File: src/rtl/crtc_row_dma.sv
`default_nettype none
// ============================================================================
// Module   : crtc_row_dma
// Purpose  : CRTC text-row DMA. On each row start it requests the CPU bus and
//            copies ROW_BYTES of VRAM into one bank of a ping-pong row buffer,
//            while the display reads the row fetched previously from the other bank.
//            Define CRTC_DMA_STRETCH_EN to hold busreq WAIT_CYCLES clks after a row.
// Revision : 1.0  initial release
// ============================================================================
module crtc_row_dma #(
  parameter int ADR_W       = 17,
  parameter int ROW_BYTES   = 120,
  parameter int BUF_AW      = 7,
  parameter int WAIT_CYCLES = 1500
) (
  input  logic              clk,
  input  logic              reset,
  input  logic              frame_start,
  input  logic              row_start,
  input  logic              dma_en,
  input  logic [ADR_W-1:0]  base_adr,
  output logic              busreq,
  input  logic              busack,
  output logic [ADR_W-1:0]  ram_adr,
  input  logic [7:0]        ram_data,
  input  logic [BUF_AW-1:0] rd_adr,
  output logic [7:0]        rd_data,
  output logic              busy,
  output logic              overrun,
  output logic              blank
);

`ifdef CRTC_DMA_STRETCH_EN
  localparam bit c_stretch = 1'b1;
`else
  localparam bit c_stretch = 1'b0;
`endif
  localparam bit                c_hold_en = c_stretch && (WAIT_CYCLES > 0);
  localparam logic [BUF_AW-1:0] c_last    = BUF_AW'(ROW_BYTES - 1);

  typedef enum logic [2:0] {
    S_IDLE = 3'd0,
    S_REQ  = 3'd1,
    S_ADDR = 3'd2,
    S_DATA = 3'd3,
    S_HOLD = 3'd4
  } state_t;

  state_t             r_state;
  state_t             w_state_nx;
  logic [ADR_W-1:0]   r_src;
  logic [BUF_AW-1:0]  r_dst;
  logic               r_fill_bank;
  logic               r_overrun;
  logic               w_start_fetch;
  logic               w_wr_en;
  logic               w_hold_done;
  logic [7:0]         row_buf [0:(2**(BUF_AW+1))-1];

  generate
    if (c_hold_en) begin : g_hold
      localparam int c_wait_w = (WAIT_CYCLES > 1) ? $clog2(WAIT_CYCLES) : 1;
      logic [c_wait_w-1:0] r_hold_cnt;

      // Reloaded every cycle outside HOLD, so it holds the full count on entry.
      always_ff @(posedge clk) begin
        if (reset) begin
          r_hold_cnt <= '0;
        end else if (r_state != S_HOLD) begin
          r_hold_cnt <= c_wait_w'(WAIT_CYCLES - 1);
        end else if (r_hold_cnt != '0) begin
          r_hold_cnt <= r_hold_cnt - 1'b1;
        end
      end
      assign w_hold_done = (r_hold_cnt == '0);
    end else begin : g_no_hold
      assign w_hold_done = 1'b1;
    end
  endgenerate

  always_ff @(posedge clk) begin
    if (reset) r_state <= S_IDLE;
    else       r_state <= w_state_nx;
  end

  always_comb begin
    w_state_nx    = r_state;
    w_start_fetch = 1'b0;
    w_wr_en       = 1'b0;
    busy          = (r_state != S_IDLE);
    case (r_state)
      S_IDLE: begin
        if (row_start && dma_en) begin
          w_state_nx    = S_REQ;
          w_start_fetch = 1'b1;
        end
      end
      S_REQ:  if (busack) w_state_nx = S_ADDR;
      S_ADDR: if (busack) w_state_nx = S_DATA;
      S_DATA: begin
        if (busack) begin
          w_wr_en = dma_en && !frame_start;
          if (r_dst == c_last) w_state_nx = c_hold_en ? S_HOLD : S_IDLE;
          else                 w_state_nx = S_ADDR;
        end
      end
      S_HOLD:  if (w_hold_done) w_state_nx = S_IDLE;
      default: w_state_nx = S_IDLE;
    endcase
    // Stop command and frame restart both abandon an in-flight row.
    if (r_state != S_IDLE && (!dma_en || frame_start)) w_state_nx = S_IDLE;
  end

  always_ff @(posedge clk) begin
    if (reset) begin
      r_src       <= '0;
      r_dst       <= '0;
      r_fill_bank <= 1'b0;
      r_overrun   <= 1'b0;
    end else begin
      if (w_start_fetch) begin
        r_fill_bank <= ~r_fill_bank;
        r_dst       <= '0;
      end
      if (w_wr_en) begin
        r_dst <= r_dst + 1'b1;
        r_src <= r_src + 1'b1;
      end
      // Reload wins over a same-cycle row start, so that row begins at base_adr.
      if (frame_start) begin
        r_src     <= base_adr;
        r_overrun <= 1'b0;
      end else if (row_start && busy) begin
        r_overrun <= 1'b1;
      end
    end
  end

  always_ff @(posedge clk) begin
    if (w_wr_en && !reset) row_buf[{r_fill_bank, r_dst}] <= ram_data;
  end

  always_ff @(posedge clk) begin
    if (reset) rd_data <= '0;
    else       rd_data <= row_buf[{~r_fill_bank, rd_adr}];
  end

  assign busreq  = busy && dma_en;
  assign ram_adr = r_src;
  assign overrun = r_overrun;
  assign blank   = ~dma_en;

endmodule
`default_nettype wire

File: config.mk
export PLATFORM = sky130hd
export DESIGN_NAME = crtc_row_dma
export DESIGN_NICKNAME = d
export VERILOG_FILES = /design/src/rtl/crtc_row_dma.sv
export SDC_FILE = /design/constraint.sdc
export NUM_CORES = 2
export LEC_CHECK = 0
export CAP_MARGIN = 20
export CORE_MARGIN = 4
export CORE_UTILIZATION = 30
export DETAILED_ROUTE_END_ITERATION = 8
export GPL_ROUTABILITY_DRIVEN = 1
export HOLD_SLACK_MARGIN = 0.06
export PLACE_DENSITY = 0.54
export SLEW_MARGIN = 30
export SYNTH_ARGS = -nofsm -noshare
export SYNTH_HDL_FRONTEND = slang
export SYNTH_SLANG_ARGS = --single-unit
File: constraint.sdc
create_clock -name clk -period 2.6 [get_ports clk]
set_clock_uncertainty 0.1 [all_clocks]
set_input_delay 0.26 -clock clk [delete_from_list [all_inputs] [get_ports clk]]
set_output_delay 0.26 -clock clk [all_outputs]
set_load 0.005 [all_outputs]
## After elaboration in Yosys (flattened, before gate mapping)

Memories as Yosys holds them, arrays and structs flattened. A register that Yosys moved wholly into a read port is not among the register bits.
Cells that the tools add are included.

- Register bits: 29
- Bits in latches: 0
- Memory bits (writable): 2048
- Memory bits (read-only): 0
- Logic and storage cells: 51
- Memories kept: 1

Memories:

| memory | depth | width | rd ports | clocked after memory_dff | wr ports | line | RTL |
|---|---|---|---|---|---|---|---|
| row_buf | 256 | 8 | 1 | 1 | 1 | 58 | `logic [7:0] row_buf [0:(2**(BUF_AW+1))-1];` |

- Add/sub/neg operators: 2
- Multiply operators: 0
- Div/mod/pow operators: 0
- $lt $le $gt $ge: 0
- Equality and inequality tests: 8
- Shift-type cells: 0
- Muxes and demuxes: 16
- Bitwise logic cells: 2
- Reductions and logical operators: 17

Operators by type and width:

| cell | count |
|---|---|
| two-way mux 17 bit | 2 |
| adder 17 x 1 -> 17 bit (second input constant) | 1 |
| two-way mux 7 bit | 2 |
| two-way mux 3 bit | 4 |
| one-hot mux 3 bit (4 select lines) | 1 |
| != test 2 bit (second input constant) | 4 |
| adder 7 x 1 -> 7 bit (second input constant) | 1 |
| equality test 7 bit (second input constant) | 1 |
| equality test 3 x 2 -> 1 bit (second input constant) | 2 |
| logical AND 1 bit | 6 |
| two-way mux 1 bit | 6 |
| AND reduction 4 bit | 1 |
| nonzero test 2 bit | 2 |
| OR reduction 2 bit | 2 |
| equality test 3 x 1 -> 1 bit (second input constant) | 1 |
| zero test 1 bit | 3 |
| zero test 3 bit | 1 |
| nonzero test 3 bit | 1 |
| two-way mux 2 bit | 1 |
| inverter 1 bit | 2 |
| logical OR 1 bit | 1 |

## Longest topological paths before layout

- Depth after elaboration: 7
- Mapped depth: 12

## Least setup slack after synthesis

OpenSTA, ideal clock, no wires.

- Path type: flip-flop to flip-flop
- Start point: register r_state[0]
- End point: memory row_buf[102][0] (enable)
- Library setup time: 0.370 ns
- Arrival time: 2.155 ns
- Required time: 2.130 ns
- Setup slack: -0.025 ns
- Stages on the path, launching flop included: 8
- Clock period less this slack: 2.625 ns
- Path through: dfxtp_1 > and4_1 > clkbuf_1 > nand2_1 > nor3b_1 > nand2_1 > buf_2 > nor2_1

- Cells in the longest elaborated chain, start to end: 5

RTL lines:

| element | line | RTL |
|---|---|---|
| start, declared | 49 | `state_t r_state;` |
| start signal, assigned | 83 | `else r_state <= w_state_nx;` |
| equality test 3 x 2 -> 1 bit | 91 | `case (r_state)` |
| two-way mux 1 bit | 91 |  |
| logical AND 1 bit | 140 | `if (w_wr_en && !reset) row_buf[{r_fill_bank, r_dst}] <= ram_data;` |
| two-way mux 1 bit | 140 |  |
| two-way mux 1 bit (not written as such) | 140 |  |
| end, declared | 58 |  |

No other way between the ends.

==> impl_results.md <==
* FP Rows at 191
* Worst-path clk slew at 0.07 ns
* R2R depth at 6
* Synth async-reset ratio at 0%
* Ranking of synthesized cells by area: edfxtp_1 75%, mux4_2 9.7%, mux2i_1 3.2%
* Seq pwr share at 52.3%
* Final ANT Viol Nets at 0
* Reg2reg start: row_buf[175][1]
* F_max at 392 MHz
* Overall power at 70.7 mW
* Commonest cells in the netlist: 2048 x edfxtp_1, 356 x nor2_1, 355 x mux4_2
* DR WL/cell at 27.2 um
* Hold Startpoint: frame_start
* RSZ-0062 raised after global routing: yes
* Worst IR Drop VDD at 0.000758 V
* Placed inst area at 92900 um^2
* Hold Crit Class: in -> reg
* Synthesized flop and latch total at 2084
* GR Util All Layers at 16.3%
* Die height at 532 um
* Drt total wl at 236000 um
* Worst-skew pair later-pin latency at 0.86 ns
* Yosys top cell area share at 74.8%
* Area grow syn2layout at 21.7%
* Net Sw Frac at 21.9%
* Vias in the first global route at 44020
* Mapped Cells at 4022
* Tcrit/Tclk final at 98.2%
* Power Internal at 55.2 mW
* Post-Syn Area at 82200 um^2
* First-pass GRT wire length at 336000 um
* Post-synth top area cell: edfxtp_1
* Critical Path AT at 3.24 ns
* Distinct cells, synth at 77
* Worst Hold Path Cells at 3
* Fin. Hold Viols at 0
* Routed vias at 44027
* R2r setup slk at 0.08 ns
* Startpoint types: input port
* Nets at 4957
* Slew HR at 37.1%
* CTS buffer count at 214
* Die area at 283000 um^2
* Final core occ at 36.8%
* Chip width at 532 um
* Grt ovf at 0
* Placed cell count at 8240
* Crit Path Max Fanout at 11
* I/O pin cnt at 67
* Worst-margin pin slew at 0.917 ns
* Buffers on Ports at 66
* Reg-to-reg critical path endpoint: rd_data[1]
* Sw Pwr at 15.5 mW
* Dpl hpwl at 159000 um
* Yosys warnings at 0
* Number of flops mapped to enable cells by yosys at 2048
* Syn Nets at 4065
* Layout cells sized above 1 at 30.4%
* Critical path class: in -> reg
* Hold endpoint: r_state[1]
* Slew Limit Fails at 0
* Power Density at 707 nW/um^2
* CTS H-tree lvls at 4
* TritonCTS Sinks at 2084
* Final setup viols at 0
* Leak Pwr at 32.9 nW
* Synth Flop Type: edfxtp_1
* Syn Area/Cell at 20.4 um^2
* Largest net degree at the start of global routing at 91
* Status: finished clean
* Final setup TNS at 0 ns
* Max cap viols at 0
* CTS tree: yes
* Clock tree root buffer cell: clkbuf_16
* Count leader, synth: edfxtp_1
* Core Region at 272000 um^2
* Longest Clk Path Bufs at 3
* Comb power frac at 5.8%
* Min Clock Period, post-route at 2.55 ns
* Initial antenna violation count at 8
* Detailed Route Iter0 Violations at 5074
* DRC viols at 0
* Design area at 100000 um^2
* Clock network power share at 41.9%
* Vias per inst at 5.08
* Finished Layout Cells at 8671
* Initial Util at 30.3%
* Worst EP required at 3.29 ns
* Drt first pass iters at 6
* Seq/Total Area, Yosys at 75.7%
* Routability-driven placement congestion ratio at 0.872
* Worst setup EP type: flop
-- power groups by stage --
stage	sequential [mW]	clock, mW	combinational (mW)
floorplan	37.6	0	1.85
finish	37.0	29.7	4.09
global placement	37.7	0	4.05
detailed placement	37.7	0	4.08
CTS	37.0	30.3	4.13
global route	36.9	31.7	4.30
-- worst max path at each step --
| stage | end | startpoint |
|---|---|---|
| global route | row_buf[130][0] | dma_en |
| finish | rd_data[0] | rd_adr[3] |
| floorplan | row_buf[102][0] | r_state[0] |
| CTS | row_buf[139][1] | r_state[0] |
| global placement | rd_data[0] | rd_adr[3] |
| detailed placement | rd_data[0] | rd_adr[3] |
-- metal layers --
layer / up-vias / part of all wire, % / routed length (um) / track usage (%)
met3: 343 / 6.3 / 15000 / 2.46
met1: 23477 / 44 / 104000 / 23.4
met5: - / 0 / 0 / 0
met4: 0 / 3.1 / 7250 / 5.04
li1: 18606 / - / - / -
met2: 1601 / 46 / 110000 / 25.6
-- cell type report --
| type | instances | area [um^2] |
|---|---|---|
| multi-input combinational | 1686 | 18100 |
| tap | 3570 | 4470 |
| timing repair buffer | 918 | 8380 |
| antenna | 6 | 15.0 |
| inverter | 10 | 45.0 |
| sequential | 2084 | 62200 |
| clock buffer | 258 | 5560 |
| clock inverter | 139 | 1240 |
| fill | 24780 | 172000 |
-- kinds of logic (layout without fill, tap and decap cells) --
group                    Yosys count  after routing  synth area share (%)
adder cells (fa/ha/maj)            5              5                0.0761
flip-flops                      2084           2084                  75.7
AND/OR/NAND/NOR                  577            577                  3.08
other                              0              6                     0
buffers and inverters            252           1325                  2.40
AO/OA/AOI/OAI                    400            400                  3.49
multiplexers                     686            686                  15.1
XOR/XNOR                          18             18                 0.192
-- state kept, by name, summed over array words and instances (netlist names) --
name and flops:
row_buf 2048, ram_adr 17, rd_data 8, r_dst 7, r_state 2, overrun 1, r_fill_bank 1
-- metrics by stage --
| stage | setup WS (ns) | hold slack [ns] |
|---|---|---|
| after CTS | 0.00127 | 0.0619 |
| after global placement | -0.959 | 0.402 |
| after detailed placement | -0.895 | 0.408 |
| final | 0.0472 | 0.114 |
| after global routing | -0.0205 | 0.102 |
| after floorplan | -0.0255 | 0.259 |
-- cell usage in the layout (no fill, tap or decap), drive strengths merged, types with 29 or more instances in the layout --
master	synthesis	final
nand2	66	66
mux4	423	423
o21ai	47	47
mux2i	262	262
o22ai	74	74
nand3	29	29
clkdlybuf4s50	0	54
a21oi	73	73
o221ai	90	90
buf	154	829
nor2	356	356
clkbuf	84	265
edfxtp	2048	2048
clkinv	0	113
a22oi	38	38
dfxtp	36	36
-- worst max-delay path, stage by stage --
cell and delay [ns]:
clkdlybuf4s50_1 0.63, inv_1 0.14, buf_4 0.16, buf_4 0.18, nand2_1 0.19, buf_12 0.15
a2111oi_0 0.06, buf_4 0.17, nor4_1 0.64, nand4_1 0.29, buf_4 0.21, o22ai_1 0.14
-- repair_timing --
item                                    CTS  global route
resized for setup                         4            10
hold buffers                             28             0
endpoints found under the setup margin    5           287
hold endpoints to repair                788             0
gates cloned                              0             0
pin swaps                                 0             0
setup buffers                             0             0
Power figures use the tool's default switching activity.
